--- src/rtl/stall_ctrl_pkg.sv ---
// Shared definitions for the pipeline stall controller: stage bits, stall patterns, FSM states.
package stall_ctrl_pkg;

    localparam int unsigned STG_PC  = 0;
    localparam int unsigned STG_IF  = 1;
    localparam int unsigned STG_ID  = 2;
    localparam int unsigned STG_EX  = 3;
    localparam int unsigned STG_MEM = 4;
    localparam int unsigned STG_WB  = 5;
    localparam int unsigned NUM_STG = 6;

    localparam logic [NUM_STG-1:0] STALL_NONE = 6'b000000;
    localparam logic [NUM_STG-1:0] STALL_ID   = 6'b000111;
    localparam logic [NUM_STG-1:0] STALL_EX   = 6'b001111;

    typedef enum logic {
        StIdle,
        StExBusy
    } state_e;

endpackage

--- src/rtl/stall_ctrl.sv ---
// Pipeline stall/flush controller: ID load-use stalls, multi-cycle EX stalls, registered flush
// and a saturating stall-cycle counter.
module stall_ctrl
    import stall_ctrl_pkg::*;
#(
    parameter int unsigned EX_MAX_CYC = 32,
    parameter int unsigned CNT_W      = 16
) (
    input  logic             clk,
    input  logic             rst,
    input  logic             stallreq_id_i,
    input  logic             ex_start_i,
    input  logic [5:0]       ex_cycles_i,
    input  logic             flush_i,
    input  logic             cnt_clr_i,
    output logic [5:0]       stall_o,
    output logic             flush_o,
    output logic             ex_busy_o,
    output logic             ex_done_o,
    output logic [CNT_W-1:0] stall_cnt_o
);

    localparam logic [5:0] EX_MAX = 6'(EX_MAX_CYC);

    state_e           state_q, state_d;
    logic [5:0]       rem_q, rem_d;
    logic             flush_q;
    logic [CNT_W-1:0] cnt_q;

    logic [5:0] n_eff;
    logic [5:0] stall_raw;
    logic       busy_raw;
    logic       done_raw;

    assign n_eff = (ex_cycles_i > EX_MAX) ? EX_MAX : ex_cycles_i;

    always_comb begin
        state_d   = state_q;
        rem_d     = rem_q;
        stall_raw = STALL_NONE;
        busy_raw  = 1'b0;
        done_raw  = 1'b0;
        if (flush_i) begin
            state_d = StIdle;
            rem_d   = 6'd0;
        end else if (state_q == StExBusy) begin
            stall_raw = STALL_EX;
            busy_raw  = 1'b1;
            rem_d     = rem_q - 6'd1;
            if (rem_q <= 6'd1) begin
                done_raw = 1'b1;
                state_d  = StIdle;
                rem_d    = 6'd0;
            end
        end else if (ex_start_i && (n_eff != 6'd0)) begin
            stall_raw = STALL_EX;
            if (n_eff == 6'd1) begin
                done_raw = 1'b1;
            end else begin
                busy_raw = 1'b1;
                state_d  = StExBusy;
                rem_d    = n_eff - 6'd1;
            end
        end else if (stallreq_id_i) begin
            stall_raw = STALL_ID;
        end
    end

    // Combinational outputs are forced quiet while reset is held, whatever the inputs do.
    assign stall_o     = rst ? stall_raw : STALL_NONE;
    assign ex_busy_o   = rst & busy_raw;
    assign ex_done_o   = rst & done_raw;
    assign flush_o     = flush_q;
    assign stall_cnt_o = cnt_q;

    always_ff @(posedge clk or negedge rst) begin
        if (!rst) begin
            state_q <= StIdle;
            rem_q   <= 6'd0;
            flush_q <= 1'b0;
            cnt_q   <= '0;
        end else begin
            state_q <= state_d;
            rem_q   <= rem_d;
            flush_q <= flush_i;
            if (cnt_clr_i) begin
                cnt_q <= '0;
            end else if ((stall_raw != STALL_NONE) && (cnt_q != {CNT_W{1'b1}})) begin
                cnt_q <= cnt_q + CNT_W'(1);
            end
        end
    end

endmodule

--- config.mk ---
export PLATFORM = sky130hd
export DESIGN_NAME = stall_ctrl
export DESIGN_NICKNAME = d
export VERILOG_FILES = /design/src/rtl/stall_ctrl_pkg.sv /design/src/rtl/stall_ctrl.sv
export SDC_FILE = /design/constraint.sdc
export NUM_CORES = 1
export LEC_CHECK = 0
export CAP_MARGIN = 20
export CORE_MARGIN = 2
export CORE_UTILIZATION = 56
export CTS_BUF_LIST = sky130_fd_sc_hd__clkbuf_8
export CTS_CLUSTER_SIZE = 30
export DETAILED_ROUTE_END_ITERATION = 6
export PLACE_DENSITY = 0.87
export SETUP_SLACK_MARGIN = 0.4
export SYNTH_ARGS = -nofsm -noshare
export SYNTH_HDL_FRONTEND = slang
export SYNTH_SLANG_ARGS = --single-unit
--- constraint.sdc ---
create_clock -name clk -period 5.8 [get_ports clk]
set_clock_uncertainty 0.1 [all_clocks]
set_input_delay 0.87 -clock clk [delete_from_list [all_inputs] [get_ports clk]]
set_output_delay 0.87 -clock clk [all_outputs]
set_load 0.02 [all_outputs]
# Word-level counts from Yosys, hierarchy flattened
# Index checks and enable logic that the tools add are counted.
[word_totals] register_bits=24 out_inout_bits=25 elab_cells=46
[classes] n_addsub=3 magnitude_cmp=2 eq_ne=3 muxes=25 bitwise=2 n_reduce_logical=7
[ops] op="6-bit two-way mux" count=8
[ops] op="16-bit two-way mux" count=2
[ops] op="16-bit by 1-bit adder with 16-bit output (second input constant)" count=1
[ops] op="16-bit != test (second input constant)" count=1
[ops] op="1-bit two-way mux" count=12
[ops] op="6-bit nonzero test" count=2
[ops] op="6-bit by 1-bit subtractor with 6-bit output (second input constant)" count=2
[ops] op="4-bit two-way mux" count=2
[ops] op="6-bit by 1-bit equality test with 1-bit output (second input constant)" count=1
[ops] op="6-bit greater-than comparator (second input constant)" count=1
[ops] op="6-bit by 1-bit less-or-equal comparator with 1-bit output (second input constant)" count=1
[ops] op="3-bit two-way mux" count=1
[ops] op="3-bit != test (second input constant)" count=1
[ops] op="3-bit nonzero test" count=1
[ops] op="1-bit bitwise AND" count=2
[ops] op="1-bit logical AND" count=2
[ops] op="2-bit AND reduction" count=1
[ops] op="2-bit nonzero test" count=1

# Depth between registers and ports, before layout
# Gate-level depths: netlist (run 1).
[logic_depth] word_depth=11 depth_mapped=8

# Least setup slack after synthesis (run 1)
# Ideal clock, no wire load.
[synth_timing] path_type="input-to-output" from="input port ex_cycles_i[5]" to="output port stall_o[1]" arrival_time_ns=2.092 slack_ns=2.738 stages=6 path_buffers=1 cell_sequence="nand2b_1 -> ha_1 -> nand2_1 -> a21oi_1 -> a21oi_1 -> buf_4"
[synth_between] elab_chain_len=8
[synth_rtl] item="start: declaration" line_no="stall_ctrl.sv:13" source="input logic [5:0] ex_cycles_i,"
[synth_rtl] item="6-bit greater-than comparator" line_no="stall_ctrl.sv:35" source="assign n_eff = (ex_cycles_i > EX_MAX) ? EX_MAX : ex_cycles_i;"
[synth_rtl] item="6-bit two-way mux *" line_no="stall_ctrl.sv:35"
[synth_rtl] item="6-bit nonzero test *" line_no="stall_ctrl.sv:55" source="end else if (ex_start_i && (n_eff != 6'd0)) begin"
[synth_rtl] item="1-bit logical AND *" line_no="stall_ctrl.sv:55"
[synth_rtl] item="4-bit two-way mux *" line_no="stall_ctrl.sv:55"
[synth_rtl] item="4-bit two-way mux *" line_no="stall_ctrl.sv:46" source="end else if (state_q == StExBusy) begin"
[synth_rtl] item="6-bit two-way mux *" line_no="stall_ctrl.sv:43" source="if (flush_i) begin"
[synth_rtl] item="6-bit two-way mux *" line_no="stall_ctrl.sv:70" source="assign stall_o = rst ? stall_raw : STALL_NONE;"
[synth_rtl] item="end: declaration" line_no="stall_ctrl.sv:16" source="output logic [5:0] stall_o,"
# Every way passes the cells marked *; elsewhere a longest branch is shown, timed or not.

# Worst setup path after layout (run 1)
[layout_timing] from="input port ex_cycles_i[5]" to="output port ex_busy_o"
[layout_between] elab_chain_len=8 elab_cells_between_ends=10 classes_between="order compare: 1; eq/ne: 1; mux: 5; bitwise: 1; reduce/logical: 2"
[layout_rtl] item="6-bit greater-than comparator" line_no="stall_ctrl.sv:35"
[layout_rtl] item="6-bit two-way mux *" line_no="stall_ctrl.sv:35"
[layout_rtl] item="6-bit by 1-bit equality test with 1-bit output or 6-bit nonzero test (tied branches)" line_no="stall_ctrl.sv:57, stall_ctrl.sv:55"
[layout_rtl] item="1-bit two-way mux or 1-bit logical AND (tied branches)" line_no="stall_ctrl.sv:57, stall_ctrl.sv:55"
[layout_rtl] item="1-bit two-way mux *" line_no="stall_ctrl.sv:55"
[layout_rtl] item="1-bit two-way mux *" line_no="stall_ctrl.sv:46"
[layout_rtl] item="1-bit two-way mux *" line_no="stall_ctrl.sv:43"
[layout_rtl] item="1-bit bitwise AND *" line_no="stall_ctrl.sv:71" source="assign ex_busy_o = rst & busy_raw;"
[layout_rtl] item="end: declaration" line_no="stall_ctrl.sv:18" source="output logic ex_busy_o,"
# Marked as above.

==> impl_metrics.py, run 1 <==
metrics = {
    "outcome": {
        "violations": "DRC",
        "status": "finished, violations left",
    },
    "synthesis": {
        "ys_seq_area_share_pct": 35.5,
        "synth-edff-count": 0,
        "synth_top_area_share_pct": 35.5,
        "yosys-top-cells-area": "dfrtp_1 36%, or4_1 4.9%, a21oi_1 4.7%",
        "synth_cell_type_count": 48,
        "ys_seq_elements": 24,
        "async_reset_ff_share_pct": 100,
        "synth_top_area_cell": "dfrtp_1",
        "synthCells": 197,
        "ys_warn_count": 0,
        "synthTopCellsByCount": "24 x dfrtp_1, 17 x nand2_1, 16 x a21oi_1, 16 x nor2_1, 11 x or4_1",
        "synth_flop_cell": "dfrtp_1",
        "synth_area_sq_um": 1690,
        "synth_area_per_cell_sq_um": 8.58,
        "yosysMostFrequentCell": "dfrtp_1",
    },
    "timing": {
        "drv_slew": 0,
        "timing.setup.tns_ns": 0,
        "hold_viol_final": 0,
        "rsz0062_at_grt": "false",
        "hold_ws_ns": 0.488,
        "fin_crit_ns": 4.15,
        "worstMarginPinSlew_ns": 0.739,
        "setup-violations-final": 0,
        "slew_headroom_pct": 50.6,
        "fmax_mhz": 241,
        "fin_crit_sh_pct": 71.5,
    },
    "pwr": {
        "p_total_w": 0.000435,
        "pwr_density_cell_nw_per_um2": 207,
        "irDropWorstVdd_uv": 123,
        "p_leak_nw": 0.822,
    },
    "clock_tree": {
        "root_buffer": "clkbuf_8",
        "cts.sinks": 24,
        "worstSkewPairLatency_ns": 0.27,
        "cts_setup_buffers": 0,
        "cts_hold_buf": 0,
        "cts_resized": 0,
        "clk_pin_slew_ns": 0.08,
        "clockBufferDepth": 2,
        "cts_buffers": 3,
        "htreeDepth": 1,
        "cts_tree": "built",
    },
    "global_route": {
        "grt_use_total_pct": 24.2,
        "grt_pass1_wl_microns": 6620,
        "grt-ovfl-total": 0,
        "grt_max_degree": 28,
        "grt_pass1_vias": 1562,
        "antenna_found_initial": 0,
    },
    "die": {
        "core_sq_um": 2810,
        "die_w_microns": 58.9,
        "fp.dieArea_sq_um": 3470,
        "ios": 37,
        "initial_utilization_pct": 60.3,
        "die_height_microns": 58.9,
        "placementRows": 19,
    },
    "critical_path": {
        "cp_common_cell": "nor2_1",
        "path_class": "input pin to output port",
        "required_ns": 4.83,
        "worstPathArrival_ns": 3.18,
        "end_kind": "output port",
        "worstSetupStartpointType": "input pin",
        "cpPeakStageDelay_ns": 0.62,
        "cp_max_fo": 8,
        "path_cells": "clkdlybuf4s50_1 -> nand2b_1 -> inv_1 -> ha_1 -> nor2_1 -> o21a_1 -> nor2_1 -> nor2_1 -> clkdlybuf4s50_1",
        "cp_slowest_cell": "clkdlybuf4s50_1",
    },
    "placed_design": {
        "port_buffers": 34,
        "dp_hpwl_microns": 2900,
        "place_congestion": 0.841,
    },
    "final_layout": {
        "n_antenna_cell": 0,
        "drive_gt1_share_pct": 3.96,
        "final_nets": 246,
        "syn_to_final_growth_pct": 24.2,
        "fill_cells": 212,
        "fin_util_pct": 74.8,
    },
    "detailed_routing": {
        "drtPass1Iterations": 6,
        "drt-initial-drc-count": 86,
        "drcViolationCount": 2,
        "routed_via_density": 6.36,
        "wl_per_cell_microns": 15.3,
        "vias": 1641,
        "drt-total-wl_microns": 3940,
        "drtAntennaViolNets": 0,
    },
    "hold_path": {
        "min_path_type": "flop to flop",
    },
    "flow_run": {
        "drv_cap": 0,
    },
}
[area by class of cell]
class                   count  area [sq um]  area share, %
clock buffers               3          41.3           1.97
clock inverters             1          30.0           1.43
repair buffers             36           355           16.9
inverters                   9          33.8           1.61
flip-flops and latches     24           601           28.6
multi-input cells         154          1000           47.6
well taps                  31          38.8           1.85
[critical path: cells and delay by family]
family | cells | cell delay (ns)
and+or+nand+nor | 4 | 0.57
buffers and inverters | 3 | 1.28
AOI/OAI and AO/OA | 1 | 0.25
adders and majority gates | 1 | 0.20
[per-stage QoR]
stage | std cells | setup WS, ns | instance area (sq um)
after floorplan | 198 | 2.74 | 1690
after global placement | 254 | 1.79 | 2030
after detailed placement | 254 | 1.67 | 2030
after CTS | 258 | 1.67 | 2100
after global routing | 258 | 1.48 | 2100
final | 258 | 1.65 | 2100
[power by group]
part / leakage (nW) / switching [W] / total (W) / internal (W)
clock: 0.0357 / 0.0000557 / 0.000148 / 0.0000923
sequential: 0.325 / 0.0000131 / 0.000188 / 0.000175
combinational: 0.461 / 0.0000558 / 0.0000987 / 0.0000428
total: 0.822 / 0.000125 / 0.000435 / 0.000310
[path summary, 6_finish.rpt]
| kind | startpoint | end | slack, ns | cells past startpoint |
|---|---|---|---|---|
| setup / recovery | ex_cycles_i[5] | ex_busy_o | 1.65 | 9 |
| hold / removal | stall_cnt_o[10] | stall_cnt_o[10] | 0.49 | 2 |
| setup reg to reg | state_q | stall_cnt_o[13] | 3.45 | 4 |
| hold reg to reg | stall_cnt_o[10] | stall_cnt_o[10] | 0.49 | 2 |
| max in group asynchronous | rst | stall_cnt_o[14] | 4.50 | 2 |
| min in group asynchronous | rst | stall_cnt_o[7] | 0.86 | 2 |
[sequential cells by signal, indices dropped and copies added, names as in the netlist]
signal and cells:
stall_cnt_o 16, rem_q 6, state_q 1, flush_o 1
[cells by family (layout without fill, tap and decap cells)]
family / Yosys count / in the layout / synth area share [%]
other: 1 / 2 / 0.222
and+or+nand+nor: 88 / 88 / 28.7
buffers and inverters: 20 / 49 / 5.92
muxes: 6 / 6 / 3.92
AOI/OAI and AO/OA: 50 / 50 / 20.2
DFF: 24 / 24 / 35.5
adders and majority gates: 6 / 6 / 4.44
xor gates and xnor gates: 2 / 2 / 1.04
[metal layers]
metal	vias up	global-route usage (%)	share of wire (%)
met5	-	0	0
met2	46	43.0	51
met3	6	3.08	4.3
met4	0	7.47	0.91
met1	784	30.5	44
li1	805	-	-
[cells in the final DEF (no fill, tap or decap), types with 4 or more instances in the layout]
| master | count |
|---|---|
| nand3_1 | 5 |
| nand2_1 | 17 |
| o31ai_1 | 9 |
| a21oi_1 | 16 |
| or4_1 | 11 |
| dfrtp_1 | 24 |
| clkdlybuf4s50_1 | 34 |
| inv_1 | 7 |
| mux2_1 | 5 |
| nor2_1 | 16 |
| nor2b_1 | 4 |
| ha_1 | 6 |
| nor4_1 | 8 |
| o21ai_1 | 4 |
| nand4_1 | 7 |
| nand2b_1 | 4 |
Note: power is estimated with default switching activity, not from simulation.
==> run 2, diff against run 1 <==
CORE_UTILIZATION = 52   (was 56)
PLACE_DENSITY = 0.82   (was 0.87)
clock period = 4.3 ns   (was 5.8 ns; I/O delays follow)
==> run 2 against run 1 <==
  * Cell count rose by 5.0%
  * Combinational power rose by 38%
  * Die area rose by 7.2%
  * Count of clock-buffer cells in the layout is the same
  * Critical path type unchanged
  * The flow now finishes without violations
  * Sequential power grew 34%
  * Critical path depth stayed put
  * Sequential cell count is the same
  * Global-route usage increased by 0.23 points
  * Cell area grew 0.77%
  * Largest cell class unchanged
  * Total power up 34%
  * Non-clock buffer count did not move
  * Largest power group unchanged
  * Highest routed layer unchanged
==> impl_metrics.py, run 2 (same netlist as run 1, synthesis figures left out) <==
metrics = {
    "outcome": {
        "status": "finished, final reports clean",
    },
    "placed_design": {
        "dpl_cell_area_sq_um": 2040,
        "port_buffers": 34,
        "dp_hpwl_microns": 3180,
        "place_congestion": 0.893,
    },
    "timing": {
        "setup-violations-final": 0,
        "hold_viol_final": 0,
        "rsz0062_at_grt": "false",
        "fin_crit_sh_pct": 86.5,
        "drv_slew": 0,
        "fmax_mhz": 269,
        "fin_crit_ns": 3.72,
        "timing.setup.tns_ns": 0,
        "slew_headroom_pct": 49.3,
        "worstMarginPinSlew_ns": 0.758,
    },
    "global_route": {
        "grt_pass1_wl_microns": 6970,
        "antenna_found_initial": 0,
        "grt_pass1_vias": 1592,
        "grt-ovfl-total": 0,
        "grt_use_total_pct": 24.5,
        "grt_max_degree": 28,
    },
    "die": {
        "core_sq_um": 3080,
        "die_w_microns": 61.0,
        "fp.dieArea_sq_um": 3720,
        "placementRows": 20,
        "initial_utilization_pct": 54.9,
        "die_height_microns": 61.0,
        "ios": 37,
    },
    "critical_path": {
        "cp_slowest_cell": "clkdlybuf4s50_1",
        "worstPathArrival_ns": 2.97,
        "r2r_setup_slack_ns": 1.94,
        "path_cells": "clkdlybuf4s50_1 -> nand2b_1 -> inv_1 -> ha_1 -> nor2_1 -> o21a_1 -> nor2_1 -> nor2_1 -> clkdlybuf4s50_1",
        "r2r-end": "stall_cnt_o[14]",
        "worst-path-stages": 9,
        "path_class": "input pin to output port",
        "worstSetupStartpointType": "input pin",
        "crit_start": "ex_cycles_i[5]",
        "cp_common_cell": "nor2_1",
        "required_ns": 3.56,
        "end_kind": "output port",
        "cpPeakStageDelay_ns": 0.61,
        "cp_max_fo": 8,
        "reg2reg_depth": 4,
        "r2r-start": "state_q",
        "crit_buf_inv": 3,
        "critical_path.endpoint": "ex_busy_o",
        "critPathTopFamily": "buffers and inverters",
    },
    "detailed_routing": {
        "drtPass1Iterations": 4,
        "wl_per_cell_microns": 15.4,
        "vias": 1676,
        "drtAntennaViolNets": 0,
        "drcViolationCount": 0,
        "routed_via_density": 6.18,
        "drt-initial-drc-count": 122,
        "drt-total-wl_microns": 4180,
    },
    "final_layout": {
        "final_area_sq_um": 2120,
        "drive_gt1_share_pct": 3.96,
        "largest_register_ffs": 16,
        "layout_common_cells": "34 x clkdlybuf4s50_1, 24 x dfrtp_1, 17 x nand2_1, 16 x a21oi_1, 16 x nor2_1",
        "final_nets": 246,
        "n_antenna_cell": 0,
        "mostFrequentLayoutCell": "clkdlybuf4s50_1",
        "syn_to_final_growth_pct": 25.2,
    },
    "pwr": {
        "p_leak_nw": 0.822,
        "irDropWorstVdd_uv": 212,
        "pwr_density_cell_nw_per_um2": 276,
    },
    "clock_tree": {
        "cts_hold_buf": 0,
        "clockBufferDepth": 2,
        "worstSkewPairLatency_ns": 0.26,
        "clk_pin_slew_ns": 0.09,
        "cts_setup_buffers": 0,
        "cts_resized": 0,
        "htreeDepth": 1,
        "cts.sinks": 24,
        "cts_buffers": 3,
        "cts_tree": "built",
        "root_buffer": "clkbuf_8",
    },
    "hold_path": {
        "min_path_type": "flop to flop",
    },
    "flow_run": {
        "drv_cap": 0,
    },
}
[run 2: through the flow]
step | instances | total power, W | utilization (%) | setup slack [ns] | hold slack, ns
3_3_place_gp | 267 | 0.000386 | 66.4 | 0.753 | 0.466
6_report | 271 | 0.000584 | 68.7 | 0.580 | 0.492
5_1_grt | 271 | 0.000610 | 68.7 | 0.412 | 0.529
2_1_floorplan | 198 | 0.000344 | - | 1.69 | 0.249
3_5_place_dp | 267 | 0.000390 | 66.4 | 0.608 | 0.472
4_1_cts | 271 | 0.000589 | 68.7 | 0.604 | 0.488
[run 2: tightest hold or removal path, delay by kind of cell, from the launching register on]
family | cells | cell delay (ns)
AOI/OAI and AO/OA | 1 | 0.08
buffers and inverters | 1 | 0.10
DFF | 1 | 0.38
[run 2: layer usage]
layer,global-route usage (%),vias to the layer above,part of all wire [%]
met1,28.8,797,40
met3,3.57,10,4.9
met2,45.8,61,53
met5,0,-,0
li1,-,808,-
met4,7.45,0,1.8
[run 2: worst min-delay path by stage]
| stage | from | end | slack (ns) | cells past startpoint |
|---|---|---|---|---|
| finish | rem_q[1] | rem_q[1] | 0.49 | 2 |
| global route | rem_q[1] | rem_q[1] | 0.53 | 2 |
| CTS | rem_q[1] | rem_q[1] | 0.49 | 2 |
| detailed placement | rem_q[1] | rem_q[1] | 0.47 | 2 |
| global placement | stall_cnt_o[10] | stall_cnt_o[10] | 0.47 | 2 |
| floorplan | rst | flush_o | 0.25 | 0 |
[run 2: layout make-up]
type	instances	area, sq um
multi-input cells	154	1000
clock inverters	1	30.0
repair buffers	36	355
fillers	258	962
well taps	44	55.1
flip-flops and latches	24	601
clock buffers	3	41.3
inverters	9	33.8
[run 2: where the power goes]
group          leakage, nW  total (W)  switching, W  internal [W]
logic                0.461   0.000136     0.0000778     0.0000579
clock network       0.0357   0.000197     0.0000722      0.000124
registers            0.325   0.000252     0.0000154      0.000236
total                0.822   0.000584      0.000165      0.000418
==> run 3, diff against run 2 <==
CTS_CLUSTER_SIZE = 8   (was 30)
==> results of run 3 <==
The final DEF is identical to that of run 2; final timing and power are the same.
